[config.mk]
export PLATFORM = sky130hd
export DESIGN_NAME = fp32_mul_pipe
export DESIGN_NICKNAME = d
export VERILOG_FILES = /design/src/rtl/fp32_mul_pipe.sv
export SDC_FILE = /design/constraint.sdc
export NUM_CORES = 2
export LEC_CHECK = 0
export CAP_MARGIN = 10
export CORE_MARGIN = 2
export CORE_UTILIZATION = 57
export CTS_BUF_LIST = sky130_fd_sc_hd__clkbuf_16
export DETAILED_ROUTE_END_ITERATION = 12
export PLACE_DENSITY = 0.83
export SYNTH_ARGS = -nofsm -noshare
export SYNTH_HDL_FRONTEND = slang
export SYNTH_SLANG_ARGS = --single-unit
[constraint.sdc]
create_clock -name clk -period 10 [get_ports clk]
set_input_delay 2 -clock clk [delete_from_list [all_inputs] [get_ports clk]]
set_output_delay 2 -clock clk [all_outputs]
set_load 0.005 [all_outputs]
[src/rtl/fp32_mul_pipe.sv]
// rtl/fp32_mul_pipe.sv - pipelined binary32 multiplier, RNE rounding, flush-to-zero
`timescale 1ns/1ps

module fp32_mul_pipe #(
    parameter int          OUT_REG = 1,
    parameter logic [31:0] QNAN    = 32'h7FC00000
) (
    input  logic        clk,
    input  logic        rst,
    input  logic [31:0] x1,
    input  logic [31:0] x2,
    input  logic        val,
    input  logic        over,
    output logic [31:0] y,
    output logic        out_val,
    output logic        out_over,
    output logic        f_invalid,
    output logic        f_ovf,
    output logic        f_unf,
    output logic        f_inexact
);

    localparam int LAT = 3 + OUT_REG;

    // ---------------------------------------------------------------
    // Stage 1: unpack, classify, exponent sum, mantissa product
    // ---------------------------------------------------------------
    logic [7:0]  e1, e2;
    logic [22:0] f1, f2;
    logic        zero1, zero2, inf1, inf2, nan1, nan2, snan1, snan2;
    logic        sign_d;

    assign e1     = x1[30:23];
    assign e2     = x2[30:23];
    assign f1     = x1[22:0];
    assign f2     = x2[22:0];
    // Denormals share the zero class: they are flushed before any arithmetic.
    assign zero1  = (e1 == 8'd0);
    assign zero2  = (e2 == 8'd0);
    assign inf1   = (e1 == 8'hFF) && (f1 == 23'd0);
    assign inf2   = (e2 == 8'hFF) && (f2 == 23'd0);
    assign nan1   = (e1 == 8'hFF) && (f1 != 23'd0);
    assign nan2   = (e2 == 8'hFF) && (f2 != 23'd0);
    assign snan1  = nan1 & ~f1[22];
    assign snan2  = nan2 & ~f2[22];
    assign sign_d = x1[31] ^ x2[31];

    logic               s1_spec_d;
    logic [31:0]        s1_spec_y_d;
    logic               s1_spec_inv_d;
    logic signed [9:0]  s1_esum_d;
    logic [47:0]        s1_prod_d;

    assign s1_esum_d = $signed({2'b00, e1}) + $signed({2'b00, e2}) - 10'sd127;
    assign s1_prod_d = {24'd0, 1'b1, f1} * {24'd0, 1'b1, f2};

    // Special-operand result, in priority order; it overrides the datapath later.
    always_comb begin
        s1_spec_d     = 1'b0;
        s1_spec_y_d   = 32'd0;
        s1_spec_inv_d = 1'b0;
        if (nan1 || nan2) begin
            s1_spec_d     = 1'b1;
            s1_spec_y_d   = QNAN;
            s1_spec_inv_d = snan1 | snan2;
        end else if ((inf1 && zero2) || (inf2 && zero1)) begin
            s1_spec_d     = 1'b1;
            s1_spec_y_d   = QNAN;
            s1_spec_inv_d = 1'b1;
        end else if (inf1 || inf2) begin
            s1_spec_d     = 1'b1;
            s1_spec_y_d   = {sign_d, 8'hFF, 23'd0};
        end else if (zero1 || zero2) begin
            s1_spec_d     = 1'b1;
            s1_spec_y_d   = {sign_d, 31'd0};
        end
    end

    logic               s1_val_q;
    logic               s1_sign_q;
    logic               s1_spec_q;
    logic [31:0]        s1_spec_y_q;
    logic               s1_spec_inv_q;
    logic signed [9:0]  s1_esum_q;
    logic [47:0]        s1_prod_q;

    // Stage 1 register; data only loads with a valid pair.
    always_ff @(posedge clk) begin
        if (rst) begin
            s1_val_q <= 1'b0;
        end else begin
            s1_val_q <= val;
        end
        if (val) begin
            s1_sign_q     <= sign_d;
            s1_spec_q     <= s1_spec_d;
            s1_spec_y_q   <= s1_spec_y_d;
            s1_spec_inv_q <= s1_spec_inv_d;
            s1_esum_q     <= s1_esum_d;
            s1_prod_q     <= s1_prod_d;
        end
    end

    // ---------------------------------------------------------------
    // Stage 2: normalise product to 1.xxx, extract guard and sticky
    // ---------------------------------------------------------------
    logic [23:0]        s2_mant_d;
    logic               s2_g_d;
    logic               s2_s_d;
    logic signed [9:0]  s2_exp_d;

    // Product of two 1.x mantissas lies in [1,4); at most one right shift.
    always_comb begin
        s2_mant_d = s1_prod_q[46:23];
        s2_g_d    = s1_prod_q[22];
        s2_s_d    = |s1_prod_q[21:0];
        s2_exp_d  = s1_esum_q;
        if (s1_prod_q[47]) begin
            s2_mant_d = s1_prod_q[47:24];
            s2_g_d    = s1_prod_q[23];
            s2_s_d    = |s1_prod_q[22:0];
            s2_exp_d  = s1_esum_q + 10'sd1;
        end
    end

    logic               s2_val_q;
    logic               s2_sign_q;
    logic               s2_spec_q;
    logic [31:0]        s2_spec_y_q;
    logic               s2_spec_inv_q;
    logic [23:0]        s2_mant_q;
    logic               s2_g_q;
    logic               s2_s_q;
    logic signed [9:0]  s2_exp_q;

    // Stage 2 register.
    always_ff @(posedge clk) begin
        if (rst) begin
            s2_val_q <= 1'b0;
        end else begin
            s2_val_q <= s1_val_q;
        end
        if (s1_val_q) begin
            s2_sign_q     <= s1_sign_q;
            s2_spec_q     <= s1_spec_q;
            s2_spec_y_q   <= s1_spec_y_q;
            s2_spec_inv_q <= s1_spec_inv_q;
            s2_mant_q     <= s2_mant_d;
            s2_g_q        <= s2_g_d;
            s2_s_q        <= s2_s_d;
            s2_exp_q      <= s2_exp_d;
        end
    end

    // ---------------------------------------------------------------
    // Stage 3: round to nearest even, range check, special override
    // ---------------------------------------------------------------
    logic               round_up;
    logic [24:0]        mant_r;
    logic               carry;
    logic signed [9:0]  exp_f;
    logic [22:0]        frac_f;
    logic [31:0]        r_y_d;
    logic [3:0]         r_f_d;

    assign round_up = s2_g_q & (s2_s_q | s2_mant_q[0]);
    assign mant_r   = {1'b0, s2_mant_q} + {24'd0, round_up};
    assign carry    = mant_r[24];
    assign exp_f    = s2_exp_q + (carry ? 10'sd1 : 10'sd0);
    assign frac_f   = carry ? mant_r[23:1] : mant_r[22:0];

    // Final result and flags {invalid, ovf, unf, inexact}.
    always_comb begin
        r_y_d = {s2_sign_q, exp_f[7:0], frac_f};
        r_f_d = {3'b000, s2_g_q | s2_s_q};
        if (s2_spec_q) begin
            r_y_d = s2_spec_y_q;
            r_f_d = {s2_spec_inv_q, 3'b000};
        end else if (exp_f >= 10'sd255) begin
            r_y_d = {s2_sign_q, 8'hFF, 23'd0};
            r_f_d = 4'b0101;
        end else if (exp_f <= 10'sd0) begin
            r_y_d = {s2_sign_q, 31'd0};
            r_f_d = 4'b0011;
        end
    end

    logic        r_val_q;
    logic [31:0] r_y_q;
    logic [3:0]  r_f_q;

    // Stage 3 register; result and flags hold between valid pairs.
    always_ff @(posedge clk) begin
        if (rst) begin
            r_val_q <= 1'b0;
            r_y_q   <= 32'd0;
            r_f_q   <= 4'd0;
        end else begin
            r_val_q <= s2_val_q;
            if (s2_val_q) begin
                r_y_q <= r_y_d;
                r_f_q <= r_f_d;
            end
        end
    end

    // ---------------------------------------------------------------
    // Optional output register
    // ---------------------------------------------------------------
    logic [3:0] out_f;

    generate
        if (OUT_REG != 0) begin : g_out_reg
            logic        o_val_q;
            logic [31:0] o_y_q;
            logic [3:0]  o_f_q;

            // Extra retiming stage, same hold behaviour as stage 3.
            always_ff @(posedge clk) begin
                if (rst) begin
                    o_val_q <= 1'b0;
                    o_y_q   <= 32'd0;
                    o_f_q   <= 4'd0;
                end else begin
                    o_val_q <= r_val_q;
                    if (r_val_q) begin
                        o_y_q <= r_y_q;
                        o_f_q <= r_f_q;
                    end
                end
            end

            assign out_val = o_val_q;
            assign y       = o_y_q;
            assign out_f   = o_f_q;
        end else begin : g_no_out_reg
            assign out_val = r_val_q;
            assign y       = r_y_q;
            assign out_f   = r_f_q;
        end
    endgenerate

    assign f_invalid = out_f[3];
    assign f_ovf     = out_f[2];
    assign f_unf     = out_f[1];
    assign f_inexact = out_f[0];

    // ---------------------------------------------------------------
    // End-of-run marker: same latency as data, sticky until reset
    // ---------------------------------------------------------------
    logic [LAT-2:0] over_sr_q;
    logic           out_over_q;

    // over runs alongside the data pipe regardless of val.
    always_ff @(posedge clk) begin
        if (rst) begin
            over_sr_q  <= '0;
            out_over_q <= 1'b0;
        end else begin
            over_sr_q  <= {over_sr_q[LAT-3:0], over};
            out_over_q <= out_over_q | over_sr_q[LAT-2];
        end
    end

    assign out_over = out_over_q;

endmodule

==> results.md <==
* Outcome: completed
* Initial Util at between 50% and 60%
* Number of remaining DRC errors at 0
* Die area at 0.04833 mm^2
* Fillers at roughly 3800
* RSZ-0062 raised after global routing: no
* Simple logic cell fraction of the synthesized area at approximately 16%
* Worst skew pair latency at between 400 and 500 ps
* DR vias at between 15000 and 20000
* Total clock sinks at 186
* First-pass GRT wire length at 106200 um
* Core Area at approximately 0.046 mm^2
* Number of port buffers at 105
* Nets at 3573
* Asr flop ratio synth at 0%
* CP Launch Type: primary input
* Iteration-0 DRC Markers at between 1000 and 1500
* Final Hold Fails at 0
* Mux share of post-synthesis cell area at ~2.6%
* Largest family of logic cells by synthesized area: adder cells
* Post-Synth Adder-Cell Area at 45.51%
* Hold-fix buffers at CTS at 0
* Area of the multi-input gates at 0.01913 mm^2
* Mapped Cells at between 2000 and 3000
* Top post-synthesis cells by area: fa_1 (36%), edfxtp_1 (12%), ha_1 (9.1%), inv_1 (8.1%), and2_1 (6.1%)
* Top Metal Used: met4
* Worst Path Arrival at 9690 ps
* Wire length on met3 at approximately 6400 um
* CTS buffer count at 17
* Grt ovf at 0
* Most frequent CP cell: fa_1
* Design area at slightly below 0.03 mm^2
* Syn Area/Cell at ~9.6 um^2
* Post-CTS Setup Repair Bufs at 0
* Compound-Gate Fraction of Synth Area at 5.531%
* Number of global-route vias before repair at slightly above 20000
* Gpl congestion at slightly below 1
* Synth-to-Final Area Change at 9.258%
* Final worst path period share at between 90% and 100%
* Resized cells post-CTS at 0
* YS warnings at 0
* Largest net degree at the start of global routing at 66
* Cells after DPL at 3416
* CP Max Fanout at 15
* Synth area leader: fa_1
* CTS clk-pin slew, worst paths at roughly 70 ps
* I/O pin count at around 110
* CTS tree: done
* Worst path slowest cell: clkdlybuf4s50_1
* Antenna-violating nets left at 0
* H-tree Lvls at 4
* Most common cell in the netlist: inv_1
* Post-synth top cells: inv_1 (570), fa_1 (483), nand2_1 (303)
* Post-synth cell types at 70
* Root buf cell: clkbuf_16
* Sequential Area at around 0.0048 mm^2
* Mapped cell area at approximately 0.027 mm^2
* Die H at 219.8 um
* Area share of the largest cell type after synthesis at roughly 36%
* Worst-Margin Slew at roughly 1100 ps
* Worst Hold Class: flop to flop
* M1 wire length at ~26000 um
* Synth Net Count at around 3500
* Worst setup path category: primary input to flop
* Max cap viols at 0
* Layout cells sized above 1 at 5.172%
* Initial antenna violation count at 1
* Total track usage at about 28%
* Placed instance area at around 0.028 mm^2
* Max Clock Freq at approximately 0.11 GHz
* FP Rows at 79
* Vias per inst at roughly 5.6
* Required time worst endpoint at approximately 10000 ps
* WL per Instance at between 15 and 20 um
* Setup_tns at 0 ps
* Post-Route WL at around 66000 um
* Relative slew slack at approximately 28%
* Min Tclk post-route at between 9000 and 10000 ps
* Final worst setup slack at ~600 ps
* Slew Limit Fails at 0
* Met2 wire len at just over 30000 um
* Worst-path cell chain: clkdlybuf4s50_1, buf_4, and2_1, fa_1, inv_1, fa_1, inv_1, fa_1, fa_1, fa_1, fa_1, inv_1, fa_1, inv_1, ha_1, a21oi_1, o31ai_1, a311oi_1, nand3_1, a211oi_2, o31ai_2, a2111oi_0, nand3b_1
* Pre-CTS WS at 332.7 ps
* Seq/Total Area, Yosys at around 18%
* Die Wd at between 200 and 250 um
* Synth Area in XOR/XNOR at roughly 2.6%
* CP peak stage delay at around 800 ps
* Clock tree buffer depth at 2
* # setup viols final at 0
* FF+latch count, synth at roughly 190
* Non-filler cells, final at roughly 3500
* Worst clock skew at roughly 10 ps
* HPWL Detailed at between 50000 and 60000 um
* Iteration count of the initial detailed-routing pass at 6
* Critical Path End Type: flop
* Number of synthesized flops with an enable pin at between 100 and 150
* Main synth FF type: edfxtp_1
cell usage in the layout (no fill, tap or decap), types with 41 or more instances in the layout:
cell	instances
inv_1	570
fa_1	483
nand2_1	303
and2_1	260
ha_1	193
nor2_1	107
edfxtp_1	106
clkdlybuf4s50_1	103
dfxtp_1	78
a21oi_1	76
buf_4	68
xnor2_1	45
mux2i_1	41
cell type report:
type | count | share of cell area (%)
Clock buffer | 17 | 1.466
Inverter | 572 | 7.400
Tap cell | 607 | 2.618
Antenna cell | 1 | 0.008625
Timing Repair Buffer | 174 | 5.416
Clock inverter | 15 | 0.6727
Multi-Input combinational cell | 1878 | 65.92
Sequential cell | 186 | 16.50
metal layers:
metal  global-route usage (%)  up-vias
li1                         -     8641
met1                    37.03     9578
met2                    46.86      953
met3                    5.935      155
met4                    9.463        0
met5                        0        -
final timing paths:
path	from	to	slack, ps	cells past startpoint
max	x2[9]	s1_prod_q[46]$_DFFE_PP_	600	23
min reg2reg	s1_spec_y_q[31]$_SDFFCE_PP0P_	s2_spec_y_q[31]$_DFFE_PP_	430	0
min	s1_spec_y_q[31]$_SDFFCE_PP0P_	s2_spec_y_q[31]$_DFFE_PP_	430	0
max reg2reg	s2_s_q$_DFFE_PP_	r_y_q[20]$_SDFFE_PP0P_	5310	17
logic make-up after synthesis:
family | after synthesis
AND/OR/NAND/NOR | 834
XOR/XNOR | 79
AO/OA/AOI/OAI | 223
multiplexers | 66
adder cells (fa/ha/maj) | 676
buffers and inverters | 700
flip-flops | 186
through the flow:
| stage | utilization [%] | hold slack, ps |
|---|---|---|
| 6_report | 62.72 | 428.7 |
| 2_1_floorplan | - | 400.3 |
| 4_1_cts | 62.70 | 427.9 |
| 3_3_place_gp | 61.36 | 401.4 |
| 5_1_grt | 62.72 | 435.0 |
| 3_5_place_dp | 61.36 | 406.3 |
worst max-delay path: cells and delay by family:
kind                     cells  cell delay [ps]
AND/OR/NAND/NOR              3              630
buffers and inverters        6             1400
AO/OA/AOI/OAI                6             1740
adder cells (fa/ha/maj)      8             3900
sequential cells by signal, indices dropped and copies added, names as in the netlist, 3 cells and up:
signal	cells
r_y_q	32
g_out_reg.o_f_q	4
s1_spec_y_q	3
y	32
s1_esum_q	10
s2_mant_q	24
s1_prod_q	48
s2_exp_q	10
r_f_q	4
over_sr_q	3
s2_spec_y_q	3
Power is left out: the tool's default activity adds up to more than one toggle a clock period on the data nets, which glitch-free logic cannot reach.
